[src/rtl/fly_wave_scheduler_if.sv]
// Handshake/status bundle between game control, collision logic and the
// fly wave scheduler. The scheduler uses the slave view; the control side
// (or a bench) uses the master view.
interface fly_wave_scheduler_if #(
  parameter int N_FLY = 17
);
  logic             start;
  logic             kill_valid;
  logic [4:0]       kill_idx;
  logic             kill_ready;
  logic             move_tick;
  logic             spawn_valid;
  logic [4:0]       spawn_idx;
  logic [N_FLY-1:0] fly_alive_flat;
  logic [7:0]       wave_num;
  logic             busy;

  modport master (
    output start, kill_valid, kill_idx,
    input  kill_ready, move_tick, spawn_valid, spawn_idx,
    input  fly_alive_flat, wave_num, busy
  );

  modport slave (
    input  start, kill_valid, kill_idx,
    output kill_ready, move_tick, spawn_valid, spawn_idx,
    output fly_alive_flat, wave_num, busy
  );
endinterface

[src/rtl/fly_wave_scheduler.sv]
// Fly enemy wave sequencer: owns the per-slot alive mask and the move-step
// tick, releases slots one per SPAWN_GAP ticks, accepts kills, and starts
// the next wave after the field is empty and a pause of WAVE_PAUSE ticks.
module fly_wave_scheduler #(
  parameter int N_FLY      = 17,
  parameter int TICK_DIV   = 131072,
  parameter int SPAWN_GAP  = 8,
  parameter int WAVE_PAUSE = 64
) (
  input  logic clk25,
  input  logic rst,
  fly_wave_scheduler_if.slave bus
);

  localparam int PW = (TICK_DIV   > 1) ? $clog2(TICK_DIV)   : 1;
  localparam int GW = (SPAWN_GAP  > 1) ? $clog2(SPAWN_GAP)  : 1;
  localparam int QW = (WAVE_PAUSE > 1) ? $clog2(WAVE_PAUSE) : 1;

  typedef enum logic [1:0] {
    S_IDLE   = 2'd0,
    S_SPAWN  = 2'd1,
    S_ACTIVE = 2'd2,
    S_PAUSE  = 2'd3
  } state_t;

  state_t           state_q, state_d;
  logic [PW-1:0]    presc_q, presc_d;
  logic             tick_q, tick_d;
  logic [GW-1:0]    gap_q, gap_d;
  logic [QW-1:0]    pause_q, pause_d;
  logic [4:0]       ptr_q, ptr_d;
  logic [N_FLY-1:0] alive_q, alive_d;
  logic             spawn_valid_q, spawn_valid_d;
  logic [4:0]       spawn_idx_q, spawn_idx_d;
  logic [7:0]       wave_q, wave_d;

  logic             busy;
  logic             kill_fire;
  logic [N_FLY-1:0] kill_mask;
  logic [N_FLY-1:0] spawn_mask;

  assign busy      = (state_q != S_IDLE);
  assign kill_fire = bus.kill_valid && busy;
  // A kill index at or beyond N_FLY shifts the one out of the mask, so
  // out-of-range kills are accepted and simply clear nothing.
  assign kill_mask  = kill_fire ? (N_FLY'(1) << bus.kill_idx) : '0;
  assign spawn_mask = N_FLY'(1) << ptr_q;

  // Next-state logic: prescaler, wave FSM, alive mask (clear then set, so a
  // same-cycle spawn beats a kill on the same slot).
  always_comb begin
    state_d       = state_q;
    presc_d       = presc_q;
    tick_d        = 1'b0;
    gap_d         = gap_q;
    pause_d       = pause_q;
    ptr_d         = ptr_q;
    spawn_valid_d = 1'b0;
    spawn_idx_d   = spawn_idx_q;
    wave_d        = wave_q;
    alive_d       = alive_q & ~kill_mask;

    if (busy) begin
      tick_d  = (presc_q == PW'(TICK_DIV - 1));
      presc_d = tick_d ? '0 : presc_q + PW'(1);
    end

    case (state_q)
      S_IDLE: begin
        if (bus.start) begin
          state_d = S_SPAWN;
          presc_d = '0;
          wave_d  = '0;
          ptr_d   = '0;
          gap_d   = '0;
          pause_d = '0;
          alive_d = '0;
        end
      end
      S_SPAWN: begin
        if (tick_q) begin
          if (gap_q == GW'(SPAWN_GAP - 1)) begin
            gap_d         = '0;
            alive_d       = alive_d | spawn_mask;
            spawn_valid_d = 1'b1;
            spawn_idx_d   = ptr_q;
            ptr_d         = ptr_q + 5'd1;
            if (ptr_q == 5'(N_FLY - 1)) begin
              state_d = S_ACTIVE;
            end
          end else begin
            gap_d = gap_q + GW'(1);
          end
        end
      end
      S_ACTIVE: begin
        // Empty check uses the registered mask only, never the same-cycle kill.
        if (alive_q == '0) begin
          state_d = S_PAUSE;
          pause_d = '0;
        end
      end
      S_PAUSE: begin
        if (tick_q) begin
          if (pause_q == QW'(WAVE_PAUSE - 1)) begin
            state_d = S_SPAWN;
            ptr_d   = '0;
            gap_d   = '0;
            wave_d  = (wave_q == 8'hFF) ? 8'hFF : wave_q + 8'd1;
          end else begin
            pause_d = pause_q + QW'(1);
          end
        end
      end
      default: state_d = S_IDLE;
    endcase
  end

  // State and output registers; reset aborts everything at once.
  always_ff @(posedge clk25 or posedge rst) begin
    if (rst) begin
      state_q       <= S_IDLE;
      presc_q       <= '0;
      tick_q        <= 1'b0;
      gap_q         <= '0;
      pause_q       <= '0;
      ptr_q         <= '0;
      alive_q       <= '0;
      spawn_valid_q <= 1'b0;
      spawn_idx_q   <= '0;
      wave_q        <= '0;
    end else begin
      state_q       <= state_d;
      presc_q       <= presc_d;
      tick_q        <= tick_d;
      gap_q         <= gap_d;
      pause_q       <= pause_d;
      ptr_q         <= ptr_d;
      alive_q       <= alive_d;
      spawn_valid_q <= spawn_valid_d;
      spawn_idx_q   <= spawn_idx_d;
      wave_q        <= wave_d;
    end
  end

  assign bus.kill_ready     = busy;
  assign bus.busy           = busy;
  assign bus.move_tick      = tick_q;
  assign bus.spawn_valid    = spawn_valid_q;
  assign bus.spawn_idx      = spawn_idx_q;
  assign bus.fly_alive_flat = alive_q;
  assign bus.wave_num       = wave_q;

endmodule
[src/flat_wrapper.sv]
// flat-port wrapper written by rule: the top's interface ports become plain ports
module fly_wave_scheduler_flat 
#(
  parameter int N_FLY      = 17,
  parameter int TICK_DIV   = 131072,
  parameter int SPAWN_GAP  = 8,
  parameter int WAVE_PAUSE = 64
)
  (clk25, rst, bus_start, bus_kill_valid, bus_kill_idx, bus_kill_ready, bus_move_tick, bus_spawn_valid, bus_spawn_idx, bus_fly_alive_flat, bus_wave_num, bus_busy);
  fly_wave_scheduler_if #(.N_FLY(N_FLY)) bus_i ();
  input  logic clk25;
  input  logic rst;
  input wire logic [$bits(bus_i.start)-1:0] bus_start;
  input wire logic [$bits(bus_i.kill_valid)-1:0] bus_kill_valid;
  input wire logic [$bits(bus_i.kill_idx)-1:0] bus_kill_idx;
  output wire logic [$bits(bus_i.kill_ready)-1:0] bus_kill_ready;
  output wire logic [$bits(bus_i.move_tick)-1:0] bus_move_tick;
  output wire logic [$bits(bus_i.spawn_valid)-1:0] bus_spawn_valid;
  output wire logic [$bits(bus_i.spawn_idx)-1:0] bus_spawn_idx;
  output wire logic [$bits(bus_i.fly_alive_flat)-1:0] bus_fly_alive_flat;
  output wire logic [$bits(bus_i.wave_num)-1:0] bus_wave_num;
  output wire logic [$bits(bus_i.busy)-1:0] bus_busy;
  assign bus_i.start = bus_start;
  assign bus_i.kill_valid = bus_kill_valid;
  assign bus_i.kill_idx = bus_kill_idx;
  assign bus_kill_ready = bus_i.kill_ready;
  assign bus_move_tick = bus_i.move_tick;
  assign bus_spawn_valid = bus_i.spawn_valid;
  assign bus_spawn_idx = bus_i.spawn_idx;
  assign bus_fly_alive_flat = bus_i.fly_alive_flat;
  assign bus_wave_num = bus_i.wave_num;
  assign bus_busy = bus_i.busy;
  fly_wave_scheduler #(.N_FLY(N_FLY), .TICK_DIV(TICK_DIV), .SPAWN_GAP(SPAWN_GAP), .WAVE_PAUSE(WAVE_PAUSE)) u_core (.clk25(clk25), .rst(rst), .bus(bus_i));
endmodule
[config.mk]
export PLATFORM = sky130hd
export DESIGN_NAME = fly_wave_scheduler_flat
export DESIGN_NICKNAME = d
export VERILOG_FILES = /design/src/rtl/fly_wave_scheduler_if.sv /design/src/rtl/fly_wave_scheduler.sv /design/src/flat_wrapper.sv
export SDC_FILE = /design/constraint.sdc
export NUM_CORES = 1
export LEC_CHECK = 0
export CAP_MARGIN = 10
export CORE_ASPECT_RATIO = 1.75
export CORE_MARGIN = 10
export CORE_UTILIZATION = 50
export DETAILED_ROUTE_END_ITERATION = 10
export PLACE_DENSITY = 0.82
export SYNTH_ARGS = -nofsm -noshare
export SYNTH_HDL_FRONTEND = slang
export SYNTH_SLANG_ARGS = --single-unit
[constraint.sdc]
create_clock -name clk25 -period 2.2 [get_ports clk25]
set_input_delay 0.33 -clock clk25 [delete_from_list [all_inputs] [get_ports clk25]]
set_output_delay 0.33 -clock clk25 [all_outputs]
set_load 0.02 [all_outputs]
; Word level (Yosys, flattened, before mapping)
; Cells that the tools add are included.
; Widths: inputs -> output; s select.
[word_totals]
ff_bits = 65
input_bits = 9
out_inout_bits = 34
elab_cells = 92
[op_classes]
n_addsub = 5
n_eq_ne = 16
shifts = 2
n_mux = 43
n_bitwise = 3
reduce_logical = 13
[ops]
columns = operator, n
row1 = $mux 17, 8
row2 = $pmux 17 s2, 1
row3 = $shl 1x5->17 const A, 2
row4 = $mux 8, 4
row5 = $mux 5, 5
row6 = $mux 6, 4
row7 = $pmux 6 s3, 1
row8 = $add 17x1->17 const B, 1
row9 = $and 17x17->17, 1
row10 = $eq 17x17->1 const B, 1
row11 = $logic_not 17->1, 1
row12 = $not 17->17, 1
row13 = $or 17x17->17, 1
row14 = $pmux 8 s2, 1
row15 = $mux 3, 5
row16 = $pmux 5 s3, 1
row17 = $mux 2, 7
row18 = $ne 2x1->1 const B, 6
row19 = $reduce_and 5->1, 2
row20 = $pmux 3 s3, 1
row21 = $add 8x1->8 const B, 1
row22 = $eq 8x8->1 const B, 1
row23 = $pmux 2 s4, 1
row24 = $reduce_and 7->1, 1
row25 = 17 further kinds, 24

; Depth between registers and ports, before layout
; Gate-level depths: netlist (run 1).
[depth]
ltp_word = 9
depth_mapped = 10
mapped_depth_nobuf = 9

; Least setup slack after synthesis (run 1)
; No wires, ideal clock.
[synth_timing]
kind = flip-flop to flip-flop
from = register u_core.presc_q[8]
to = register u_core.presc_q[10]
setup_time_ns = 0.132
t_arrival_ns = 1.956
t_required_ns = 2.068
path_slack_ns = 0.112
path_stages_with_launch = 11
n_path_buf = 1
synth_period_minus_slack_ns = 2.088
cell_sequence = dfrtp_1 -> and4_1 -> and3_1 -> nand2_1 -> nor4_1 -> ha_1 -> inv_1 -> nor2_1 -> a21o_1 -> buf_1 -> nor2_1
[synth_between]
elab_chain_cells = 5
elab_cells_between_ends = 6
cone_classes = add/sub (1) / eq/ne (1) / mux (4)
[synth_lines]
columns = element, line
row1 = "start, declared", fly_wave_scheduler.sv:27  ; logic [PW-1:0] presc_q, presc_d;
row2 = "start signal, assigned", fly_wave_scheduler.sv:134  ; presc_q <= presc_d;
row3 = $add 17x1->17 / $eq 17x17->1 (equally long branches), "fly_wave_scheduler.sv:65, fly_wave_scheduler.sv:64"
row4 = $mux 17 *, fly_wave_scheduler.sv:65  ; presc_d = tick_d ? '0 : presc_q + PW'(1);
row5 = $mux 17 *, fly_wave_scheduler.sv:63  ; if (busy) begin
row6 = $mux 17, fly_wave_scheduler.sv:70  ; if (bus.start) begin
row7 = $mux 17 *, fly_wave_scheduler.sv:68  ; case (state_q)
row8 = named net u_core.presc_d[10], fly_wave_scheduler.sv:27
; The timed path passes the listed nets; every way through them passes the cells marked *.
; A chain may end at the register's enable or synchronous reset.

; Worst setup path in the final report (run 1)
[layout_timing]
from = register u_core.presc_q[9]
to = register u_core.presc_q[9]
[layout_between]
elab_chain_cells = 5
elab_cells_between_ends = 6
cone_classes = add/sub (1) / eq/ne (1) / mux (4)
[layout_lines]
columns = element, line
row1 = $add 17x1->17 / $eq 17x17->1 (equally long branches), "fly_wave_scheduler.sv:65, fly_wave_scheduler.sv:64"
row2 = $mux 17, fly_wave_scheduler.sv:65
row3 = $mux 17 *, fly_wave_scheduler.sv:63
row4 = $mux 17, fly_wave_scheduler.sv:70
row5 = $mux 17 *, fly_wave_scheduler.sv:68
row6 = named net u_core.presc_d[9], fly_wave_scheduler.sv:27
; Marked as above.

==> results of run 1 <==
## layout by cell type, fill, tap and decap left out, types with 4 or more instances in the layout
cell and count:
a32o_1 9, buf_4 16, clkdlybuf4s50_1 40, inv_1 15, ha_1 16, dfrtp_1 65
clkbuf_16 9, nand2b_1 9, nor2b_1 4, or3_1 4, and3_1 5, nor3_1 5
nand3b_1 5, nand3_1 21, xnor2_1 4, nand2_1 55, o21ai_0 31, nor2_1 31
a22o_1 6, a21oi_1 6, nand4_1 7, o31ai_1 4, xor2_1 10, o211ai_1 9
## where the power goes
part	leakage, nW	switching (mW)	internal (mW)	total (mW)
sequential	0.801	0.0363	1.23	1.27
clock	0.139	0.491	0.817	1.31
combinational	0.971	0.129	0.108	0.237
total	1.91	0.656	2.16	2.81
## state kept, by name, indices dropped and copies added, names as in the netlist
signal / count
u_core.bus.fly_alive_flat: 17
u_core.bus.spawn_idx: 5
u_core.bus.wave_num: 8
u_core.bus.spawn_valid: 1
u_core.gap_q: 3
u_core.state_q: 2
u_core.ptr_q: 5
u_core.presc_q: 17
u_core.pause_q: 6
u_core.bus.move_tick: 1
## layer usage
metal | up-vias | track usage [%] | wire length [um]
met3 | 17 | 5.47 | 497
met5 | - | 0 | 0
li1 | 1413 | - | -
met2 | 77 | 27.3 | 4220
met4 | 0 | 7.85 | 186
met1 | 1436 | 17.3 | 3280
## cells by family after synthesis
family	Yosys count	share of synthesized area [%]
and+or+nand+nor	162	23.1
AOI/OAI and AO/OA	75	15.4
xor gates and xnor gates	14	3.60
buffers and inverters	29	3.34
muxes	2	0.624
adders and majority gates	17	6.24
DFF	65	47.7
## final cells by class
| class | count | area (um^2) |
|---|---|---|
| tap | 82 | 103 |
| inverter | 16 | 60.1 |
| sequential | 65 | 1630 |
| clock buffer | 13 | 260 |
| clock inverter | 3 | 15.0 |
| multi-input combinational | 270 | 1690 |
| fill | 523 | 2250 |
| timing repair buffer | 60 | 578 |
## what timing repair did
item | CTS | global route
setup endpoints to repair | 2 | 27
gates resized for setup | 2 | 6
endpoints found under the hold margin | 0 | 0
buffers inserted | 0 | 2
## how the worst min path moves through the flow
| stage | end | slack (ns) | cells after the start |
|---|---|---|---|
| after floorplan | u_core.gap_q[1]$_DFFE_PP0P_ | 0.45 | 2 |
| after global routing | u_core.presc_q[5]$_DFF_PP0_ | 0.43 | 3 |
| after CTS | u_core.presc_q[7]$_DFF_PP0_ | 0.42 | 3 |
| final | u_core.presc_q[6]$_DFF_PP0_ | 0.39 | 3 |
| after global placement | u_core.bus.spawn_idx[3]$_DFFE_PP0P_ | 0.47 | 2 |
| after detailed placement | u_core.bus.spawn_idx[0]$_DFFE_PP0P_ | 0.47 | 2 |
## per-stage QoR
| stage | worst slack (ns) | std cells | hold WS [ns] |
|---|---|---|---|
| after detailed placement | 0.0642 | 491 | 0.469 |
| after CTS | 0.0646 | 507 | 0.421 |
| final | 0.132 | 509 | 0.389 |
| after global routing | 0.00713 | 509 | 0.435 |
| after floorplan | 0.112 | 364 | 0.454 |
| after global placement | 0.163 | 491 | 0.466 |
## worst register-to-register path: cells and delay by family (launching register included)
kind,cells,cell delay (ns)
compound gates,1,0.14
fa+ha+maj,1,0.21
buf+inv,2,0.20
flops,1,0.40
simple gates,6,1.01
==> impl_metrics.env, run 1 <==
export IMPL_dieArea_um2=10600
export IMPL_cts_tree="built"
export IMPL_routedWlPerCell_um=16.1
export IMPL_seq_area_frac_synth_pct=47.7
export IMPL_path_clk_slew_ns=0.05
export IMPL_worst_setup_path_end_kind="register"
export IMPL_synth_flop_cell="dfrtp_1"
export IMPL_synth_fp_nets=390
export IMPL_crit_path_top_delay_cell="dfrtp_1"
export IMPL_gp_congestion=0.867
export IMPL_worst_slew_margin_rel_pct=74.9
export IMPL_fin_crit_sh_pct=94.0
export IMPL_fp_dieW_um=82.4
export IMPL_max_cap_viol_count=0
export IMPL_fin_util_pct=65.8
export IMPL_outcome="completed"
export IMPL_start_util_pct=51.7
export IMPL_rrSetupSlack_ns=0.13
export IMPL_critical_path_class="register to register"
export IMPL_netlist_top_cells_area="dfrtp_1 48%, ha_1 6.2%, nand2_1 6.1%"
export IMPL_synth_cells=364
export IMPL_required_ns=2.41
export IMPL_io_pins=43
export IMPL_tightest_slew_ns=0.371
export IMPL_crit_start="u_core.presc_q[9]$_DFF_PP0_"
export IMPL_final_nets=448
export IMPL_syn_area_um2=3410
export IMPL_worstSkewPairLatency_ns=0.33
export IMPL_worstReg2RegEnd="u_core.presc_q[9]$_DFF_PP0_"
export IMPL_min_period_ns=2.07
export IMPL_routed_via_density=5.78
export IMPL_synth_most_common_cell="dfrtp_1"
export IMPL_rsz0062_at_grt="false"
export IMPL_netlist_area_leader_share_pct=47.7
export IMPL_power_density_nw_per_um2=649
export IMPL_rr_worst_depth=10
export IMPL_drt_pass1_iterations=4
export IMPL_syn_area_per_cell_um2=9.36
export IMPL_grt_first_pass_wirelength_um=13700
export IMPL_antenna_found_initial=0
export IMPL_grt_max_degree=66
export IMPL_critPathMaxStageDelay_ns=0.40
export IMPL_fp_dieH_um=129
export IMPL_drive_above_1_share_pct=10.1
export IMPL_synth_edf_count=0
export IMPL_drtIter0Drc=180
export IMPL_async_flop_share_pct=100
export IMPL_ir_worst_vdd_uv=525
export IMPL_crit_cells=10
export IMPL_antenna_diode_count=0
export IMPL_clock_fmax_mhz=483
export IMPL_setup_viol=0
export IMPL_cts_root_buf="clkbuf_16"
export IMPL_cts_hold_buf=0
export IMPL_dp_hpwl_um=5970
export IMPL_totalPowerFinal_mw=2.81
export IMPL_fp_coreArea_um2=6590
export IMPL_cp_start_kind="register"
export IMPL_vias=2943
export IMPL_grt_usage_pct=16.1
export IMPL_r2r_start="u_core.presc_q[9]$_DFF_PP0_"
export IMPL_arrival_ns=2.28
export IMPL_synthTopCellsByCount="65 x dfrtp_1, 55 x nand2_1, 31 x nor2_1, 31 x o21ai_0, 21 x nand3_1"
export IMPL_routed_wl_um=8180
export IMPL_place_area_um2=4020
export IMPL_h_tree_depth=3
export IMPL_cp_num_buf_inv=2
export IMPL_crit_path_max_fanout=14
export IMPL_hold_class="input pin to asynchronous set/reset pin"
export IMPL_area_growth_pct=27.2
export IMPL_portBuffers=42
export IMPL_tns_ns=0
export IMPL_worstPathCellList="and4_4 -> and3_1 -> nand2_1 -> nor4_2 -> ha_1 -> inv_1 -> nor2_1 -> a21o_1 -> buf_12 -> nor2_1"
export IMPL_synth_distinct_cells=44
export IMPL_route_detailed_drc=0
export IMPL_numCtsBuffers=9
export IMPL_clock_skew_ns=0.00965
export IMPL_cts_sinks=65
export IMPL_p_leak_nw=1.91
export IMPL_synth_top_cell_by_area="dfrtp_1"
export IMPL_grt_pass1_vias=3013
export IMPL_final_area_um2=4330
export IMPL_crit_path_frequent_cell="nor2_1"
export IMPL_std_cell_rows=39
export IMPL_crit_end="u_core.presc_q[9]$_DFF_PP0_"
export IMPL_gr_total_overflow=0
export IMPL_detail_route_antenna_nets=0
export IMPL_critPathTopFamily="simple AND/OR/NAND/NOR gates"
export IMPL_final_hold_viol_count=0
export IMPL_slew_violations=0
export IMPL_ys_ff_latch=65
export IMPL_synth_warnings=0
export IMPL_clk_path_buf_depth=2
No activity file was read; power rests on OpenSTA's default activity.
==> inputs of run 2 (changes only) <==
CORE_UTILIZATION = 52   (was 50)
CTS_BUF_LIST = sky130_fd_sc_hd__clkbuf_8   (was not set)
PLACE_DENSITY = 0.85   (was 0.82)
==> impl_metrics.env, run 2 (synthesis results as in run 1) <==
export IMPL_outcome="completed"
export IMPL_required_ns=2.42
export IMPL_path_clk_slew_ns=0.07
export IMPL_r2r_start="u_core.presc_q[8]$_DFF_PP0_"
export IMPL_critical_path_class="register to register"
export IMPL_portBuffers=42
export IMPL_intPower_mw=1.91
export IMPL_final_hold_viol_count=0
export IMPL_most_common_layout_cells="65 x dfrtp_1, 55 x nand2_1, 40 x clkdlybuf4s50_1"
export IMPL_fp_coreArea_um2=6440
export IMPL_gp_congestion=0.819
export IMPL_worst_slew_margin_rel_pct=67.0
export IMPL_tightest_slew_ns=0.491
export IMPL_cp_start_kind="register"
export IMPL_place_area_um2=4030
export IMPL_grt_pass1_vias=3050
export IMPL_antenna_found_initial=0
export IMPL_dieArea_um2=10300
export IMPL_hold_class="input pin to asynchronous set/reset pin"
export IMPL_totalPowerFinal_mw=2.51
export IMPL_worst_setup_path_end_kind="register"
export IMPL_detail_route_antenna_nets=0
export IMPL_max_cap_viol_count=0
export IMPL_std_cell_rows=39
export IMPL_switching_share_pct=23.9
export IMPL_dp_hpwl_um=6110
export IMPL_setup_viol=0
export IMPL_antenna_diode_count=0
export IMPL_gr_total_overflow=0
export IMPL_route_detailed_drc=0
export IMPL_arrival_ns=2.33
export IMPL_slew_violations=0
export IMPL_fin_crit_sh_pct=95.5
export IMPL_grt_first_pass_wirelength_um=14000
export IMPL_crit_path_max_fanout=14
export IMPL_final_area_um2=4280
export IMPL_fp_dieH_um=127
export IMPL_routed_via_density=5.82
export IMPL_numCtsBuffers=9
export IMPL_layout_commonest_cell="dfrtp_1"
export IMPL_area_growth_pct=25.6
export IMPL_cts_tree="built"
export IMPL_routedWlPerCell_um=16.0
export IMPL_clk_path_buf_depth=2
export IMPL_drive_above_1_share_pct=10.9
export IMPL_start_util_pct=52.9
export IMPL_cts_root_buf="clkbuf_8"
export IMPL_power_density_nw_per_um2=586
export IMPL_clkPwrFrac_pct=40.2
export IMPL_cts_sinks=65
export IMPL_clock_skew_ns=0.00934
export IMPL_ir_worst_vdd_uv=406
export IMPL_p_seq_share_pct=50.6
export IMPL_final_nets=453
export IMPL_p_comb_share_pct=9.2
export IMPL_cts_hold_buf=0
export IMPL_grt_max_degree=66
export IMPL_p_sw_mw=0.599
export IMPL_grt_usage_pct=17.0
export IMPL_io_pins=43
export IMPL_h_tree_depth=3
export IMPL_min_period_ns=2.10
export IMPL_clock_fmax_mhz=476
export IMPL_drt_pass1_iterations=4
export IMPL_vias=2986
export IMPL_worstReg2RegEnd="u_core.presc_q[12]$_DFF_PP0_"
export IMPL_rrSetupSlack_ns=0.1
export IMPL_routed_wl_um=8210
export IMPL_drtIter0Drc=200
export IMPL_fp_dieW_um=81.2
export IMPL_rr_worst_depth=10
export IMPL_worstSkewPairLatency_ns=0.35
export IMPL_p_leak_nw=1.91
-- run 2: cell types whose count changed in the layout (fill, tap and decap cells not counted), sizes merged --
cell         delta
buf             +5
inv             +1
dlygate4sd2     -2
bufinv          +1
clkinv          -1
-- run 2: timing repair --
item	in CTS	in global routing
resized for setup	2	7
hold endpoints to repair	0	0
setup endpoints to repair	2	20
setup buffers	0	6
-- run 2: how the worst max path moves through the flow --
| stage | from | to | slack [ns] | cells past startpoint |
|---|---|---|---|---|
| 2_1_floorplan | u_core.presc_q[8]$_DFF_PP0_ | u_core.presc_q[10]$_DFF_PP0_ | 0.11 | 10 |
| 3_3_place_gp | u_core.presc_q[8]$_DFF_PP0_ | u_core.presc_q[11]$_DFF_PP0_ | 0.11 | 10 |
| 3_5_place_dp | u_core.presc_q[8]$_DFF_PP0_ | u_core.presc_q[3]$_DFF_PP0_ | 0.10 | 10 |
| 4_1_cts | u_core.state_q[0]$_DFFE_PP0P_ | bus_kill_ready | 0.06 | 5 |
| 5_1_grt | u_core.presc_q[8]$_DFF_PP0_ | u_core.presc_q[10]$_DFF_PP0_ | -0.02 | 10 |
| 6_report | u_core.presc_q[8]$_DFF_PP0_ | u_core.presc_q[12]$_DFF_PP0_ | 0.1 | 10 |
-- run 2: stage by stage --
step,util (%),std cells,hold WS [ns],TNS (ns),worst slack [ns]
floorplan,-,364,0.454,0,0.112
global placement,62.5,492,0.467,0,0.113
detailed placement,62.5,492,0.476,0,0.105
CTS,65.5,507,0.374,0,0.0614
global route,66.4,513,0.416,-0.150,-0.0250
finish,66.4,513,0.380,0,0.0987
-- run 2: layout make-up --
cell class | count | area (um^2)
sequential | 65 | 1630
clock inverter | 4 | 43.8
timing repair buffer | 65 | 608
tap | 82 | 103
clock buffer | 11 | 151
fill | 518 | 2160
inverter | 16 | 60.1
multi-input combinational | 270 | 1690
-- run 2: power by group through the flow --
stage          registers, mW  logic, mW  clock network, mW
6_report                1.27      0.232               1.01
2_1_floorplan           1.33     0.0696                  0
3_3_place_gp            1.29      0.230                  0
5_1_grt                 1.27      0.252               1.08
3_5_place_dp            1.29      0.235                  0
4_1_cts                 1.27      0.235               1.04
-- run 2: layer usage --
metal | track usage (%) | wire length, um
met1 | 17.5 | 3040
met2 | 28.7 | 4310
met3 | 6.04 | 515
met4 | 9.72 | 340
met5 | 0 | 0
-- run 2: worst max-delay path, stage by stage (launching register included) --
cell and delay, ns:
dfrtp_1 0.39, and4_1 0.25, and3_1 0.21, nand2_1 0.08, nor4_2 0.30, ha_1 0.23, inv_1 0.06, nor2_1 0.13
a21o_1 0.14, buf_12 0.14, nor2_1 0.05
